File: src/rtl/data_mem_ctrl.sv
// Multi-cycle byte-addressed data memory for the MIPS datapath: lw/sw with a
// programmable wait latency and a busy/done/err handshake for stalling the PC.
module data_mem_ctrl #(
  parameter int unsigned LAT   = 2,
  parameter int unsigned DEPTH = 256
) (
  input  logic        clk,
  input  logic        rst,
  input  logic        mem_read,
  input  logic        mem_write,
  input  logic [31:0] addr,
  input  logic [31:0] wdata,
  output logic [31:0] rdata,
  output logic        busy,
  output logic        done,
  output logic        err
);

  typedef enum logic [1:0] {IDLE, WAIT, DONE, ERR} state_t;

  localparam logic [3:0] LAT_CNT = 4'(LAT);

  state_t      state;
  logic [3:0]  cnt;
  logic        op_write;
  logic [7:0]  a_q;
  logic [31:0] wdata_q;
  logic [7:0]  mem [DEPTH];

  logic        req;
  logic        illegal;
  logic        access;
  logic [7:0]  a1;
  logic [7:0]  a2;
  logic [7:0]  a3;
  logic        unused_addr_bits;

  assign req     = mem_read | mem_write;
  assign illegal = (addr[1:0] != 2'b00) | (mem_read & mem_write);
  assign access  = (state == WAIT) && (cnt == 4'd1);

  // The latched address is word aligned, so the byte lanes never carry into bit 2.
  assign a1 = {a_q[7:2], 2'b01};
  assign a2 = {a_q[7:2], 2'b10};
  assign a3 = {a_q[7:2], 2'b11};

  assign unused_addr_bits = ^addr[31:8];

  always_ff @(posedge clk) begin
    if (rst) begin
      state    <= IDLE;
      cnt      <= 4'd0;
      op_write <= 1'b0;
      a_q      <= 8'd0;
      wdata_q  <= 32'd0;
      rdata    <= 32'd0;
      busy     <= 1'b0;
      done     <= 1'b0;
      err      <= 1'b0;
    end else begin
      case (state)
        IDLE: begin
          if (req) begin
            busy <= 1'b1;
            if (illegal) begin
              state <= ERR;
            end else begin
              state    <= WAIT;
              cnt      <= LAT_CNT;
              op_write <= mem_write;
              a_q      <= addr[7:0];
              wdata_q  <= wdata;
            end
          end
        end
        WAIT: begin
          cnt <= cnt - 4'd1;
          if (cnt == 4'd1) begin
            state <= DONE;
            done  <= 1'b1;
            if (!op_write) begin
              rdata <= {mem[a_q], mem[a1], mem[a2], mem[a3]};
            end
          end
        end
        // A rejected request spends one cycle here so its done/err pulse lands
        // one edge after acceptance, then shares the DONE exit with legal ops.
        ERR: begin
          state <= DONE;
          done  <= 1'b1;
          err   <= 1'b1;
        end
        DONE: begin
          state <= IDLE;
          busy  <= 1'b0;
          done  <= 1'b0;
          err   <= 1'b0;
        end
        default: begin
          state <= IDLE;
          busy  <= 1'b0;
          done  <= 1'b0;
          err   <= 1'b0;
        end
      endcase
    end
  end

  // Storage has no reset; a reset landing on the access edge must still block the store.
  always_ff @(posedge clk) begin
    if (!rst && access && op_write) begin
      mem[a_q] <= wdata_q[31:24];
      mem[a1]  <= wdata_q[23:16];
      mem[a2]  <= wdata_q[15:8];
      mem[a3]  <= wdata_q[7:0];
    end
  end

endmodule

File: config.mk
export PLATFORM = sky130hd
export DESIGN_NAME = data_mem_ctrl
export DESIGN_NICKNAME = d
export VERILOG_FILES = /design/src/rtl/data_mem_ctrl.sv
export SDC_FILE = /design/constraint.sdc
export NUM_CORES = 2
export LEC_CHECK = 0
export CELL_PAD_IN_SITES_DETAIL_PLACEMENT = 0
export CELL_PAD_IN_SITES_GLOBAL_PLACEMENT = 2
export CORE_UTILIZATION = 46
export CTS_BUF_LIST = sky130_fd_sc_hd__clkbuf_8
export CTS_CLUSTER_DIAMETER = 200
export CTS_CLUSTER_SIZE = 12
export DETAILED_ROUTE_END_ITERATION = 10
export PLACE_DENSITY_LB_ADDON = 0.1
export SYNTH_ARGS = -nofsm -noshare
export SYNTH_HDL_FRONTEND = slang
export SYNTH_SLANG_ARGS = --single-unit
File: constraint.sdc
create_clock -name clk -period 4.85 [get_ports clk]
set_clock_uncertainty 0.05 [all_clocks]
set_input_delay 1.455 -clock clk [delete_from_list [all_inputs] [get_ports clk]]
set_output_delay 1.455 -clock clk [all_outputs]
set_load 0.05 [all_outputs]
==> results.md <==
* CP required at 5.70 ns
* WHS Path Cells at 2
* P_leak at 0.0438 uW
* Capture point of the worst path: rdata[30]
* Vias in the first global route at 73,779
* I/O pins at 103
* Gr ovfl total at 0
* Non-filler instance count after layout at 12,057
* Register area at 0.0633 mm^2
* PD cells at 284 mW/mm^2
* Setup CP Type: flop to flop
* DP Cell Count at 11,751
* Layout Area Growth over Synthesis at 7.71%
* P_sw at 8350 uW
* Sw Share at 25.5%
* Slew margin rel. at 4.67%
* First-pass GRT wire length at 631,000 um
* Worst-margin pin slew at 1.43 ns
* Reg-to-reg setup timing slack at 0.11 ns
* Final worst-path cycle share at 97.8%
* Filler Cells Inserted at 20,423
* Vias per cell at 6.57
* H-Tree Depth at 4
* R2r worst-path depth at 10
* Core region area at 0.231 mm^2
* Crit path capture type: flop
* Cell Area, Synth at 0.107 mm^2
* Initial antenna violation count at 30
* Fin crit period at 4.74 ns
* Synth cell count leaders: nand2_1, edfxtp_1, mux4_2, clkbuf_1, buf_2
* Post-CTS Setup Bufs at 0
* Synth Net Count at 9,068
* 1st-iter DRT viols at 12,654
* CTS Sinks at 2,130
* Synth Warn # at 0
* Outcome: complete, no violations
* GRT Util Overall at 39.5%
* Worst r2r src: a_q[3]
* VDD IR max at 0.251 mV
* DR DRC count at 0
* Inserted Clock Buffers at 195
* Max-cap violations at 0
* Primary FF master, synth: edfxtp_1
* Layout cells sized above 1 at 17.2%
* HP Class: flop to flop
* Post-DR wirelength/cell at 38.8 um
* Cts repair resizes at 0
* TritonRoute pass-1 iters at 8
* Critical path startpoint: a_q[3]
* Part of the Yosys area used for sequential elements at 58.9%
* Synth top area cells: edfxtp_1, mux4_2, nand2_1, mux2i_1, dfxtp_1
* Clk pwr share at 31.6%
* Fmax achieved at 211 MHz
* Vias at 79,245
* Total wire length at 467,000 um
* Unrepaired setup endpoints after global routing: false
* Maximum fanout along the worst path at 27
* Flop pwr share at 62.1%
* Final Max Slew Viols at 0
* Gpl congestion at 1.03
* Syn Area/Cell at 11.9 um^2
* EDFF count, synth at 2,048
* Post-layout util at 50.0%
* Synth area leader: edfxtp_1
* Mapped Cells at 8,998
* Top cell type's share of synthesized area at 57.4%
* CTS tree: yes
* Final Setup Violations at 0
* Cell with the most instances after synthesis: nand2_1
* Die span in y at 485 um
* Hold Vio Cnt, Final at 0
* # hold bufs at CTS at 0
* Area of the multi-input gates at 0.0399 mm^2
* Clock-pin slew on the worst setup and hold paths at 0.10 ns
* PortBufs at 78
* Die area at 0.235 mm^2
* Std-Cell Rows at 176
* Clk root buf: clkbuf_8
* Setup TNS at 0 ns
* Pin count of the biggest net entering global routing at 91
* Routed Antenna Nets at 0
* Worst r2r dst: rdata[30]
* Initial Utilization at 46.4%
* Synth unique cells at 79
* Comb power frac at 6.4%
* Die X at 485 um
* Clock Tree Buf Depth at 3
* Fin nets at 8,992
* Startpoint types: flop
* Synth Register Bits at 2,130
* Post-DP HPWL at 327,000 um
* Crit path DAT at 5.59 ns
* Int Pwr at 24,400 uW
* FFs w/ async S/R, synth at 0%
* Worst-Skew Late Latency at 1.08 ns
## power by group through the flow
| stage | registers (uW) | clock network [uW] | logic, uW |
|---|---|---|---|
| after floorplan | 20600 | 0 | 1060 |
| after global placement | 20700 | 0 | 1980 |
| after detailed placement | 20700 | 0 | 2010 |
| after CTS | 20300 | 10300 | 2010 |
| after global routing | 20300 | 10900 | 2130 |
| final | 20300 | 10300 | 2080 |
## routing by layer
metal | GRT usage (%) | vias to the layer above | part of all wire, %
met5 | 0 | - | 0.021
met4 | 24.1 | 14 | 7.1
met3 | 11.1 | 1042 | 13
met2 | 57.4 | 5819 | 43
met1 | 52.8 | 40275 | 37
li1 | - | 32095 | -
## sequential cells by signal (all words and copies together), names as in the netlist
| name | count |
|---|---|
| a_q | 8 |
| busy | 1 |
| cnt | 4 |
| done | 1 |
| err | 1 |
| mem | 2048 |
| op_write | 1 |
| rdata | 32 |
| state | 2 |
| wdata_q | 32 |
## kinds of logic after synthesis
logic type      synth area share [%]
mux                             17.3
buf+inv                         4.06
fa+ha+maj                     0.0233
flops                           58.9
compound gates                  4.17
xor+xnor                      0.0245
simple gates                    15.5
## critical path, cell delays in order (launching register included)
cell       delay (ns)
dfxtp_4          0.91
buf_12           0.30
buf_12           0.26
nor4bb_4         0.07
buf_4            0.26
a32o_1           0.24
a2111oi_0        0.97
a211oi_1         0.39
a2111oi_0        0.73
buf_4            0.26
o211ai_1         0.08
## cell usage in the layout, fill, tap and decap left out, types with 22 or more instances in the layout
cell and instances:
clkbuf_8 200, buf_4 382, a31oi_1 30, mux2_2 25, o21ai_0 86, inv_1 206
nand3_1 82, clkdlybuf4s50_1 77, a22oi_1 112, dfxtp_4 38, mux2i_1 181, o22ai_1 42
a22o_1 26, buf_12 45, a221oi_1 36, nor3_1 30, edfxtp_1 2048, mux4_2 729
dfxtp_1 42, inv_2 64, nor2_1 148, a21oi_1 161, nand2_1 3905, a32oi_1 22
## how the worst min path moves through the flow
stage	startpoint	end
finish	done	done
global route	done	done
CTS	done	done
detailed placement	done	done
global placement	done	done
floorplan	op_write	op_write
## final cells by class
type	count	area share (%)
multi-input combinational	5894	34.6
sequential	2130	54.8
clock inverter	87	0.333
clock buffer	200	2.38
antenna	19	0.0412
inverter	196	0.644
tap	3026	3.28
timing repair buffer	505	3.94
## stage by stage
stage / instance area, um^2 / hold WS, ns / setup WS, ns / total power [uW]
4_1_cts: 115000 / 0.437 / 0.397 / 32700
3_5_place_dp: 112000 / 0.421 / 0.436 / 22700
2_1_floorplan: 107000 / 0.409 / 0.897 / 21600
3_3_place_gp: 112000 / 0.411 / 0.391 / 22700
6_report: 115000 / 0.435 / 0.106 / 32800
5_1_grt: 115000 / 0.493 / 0.270 / 33400
Note: power is estimated with default switching activity, not from simulation.
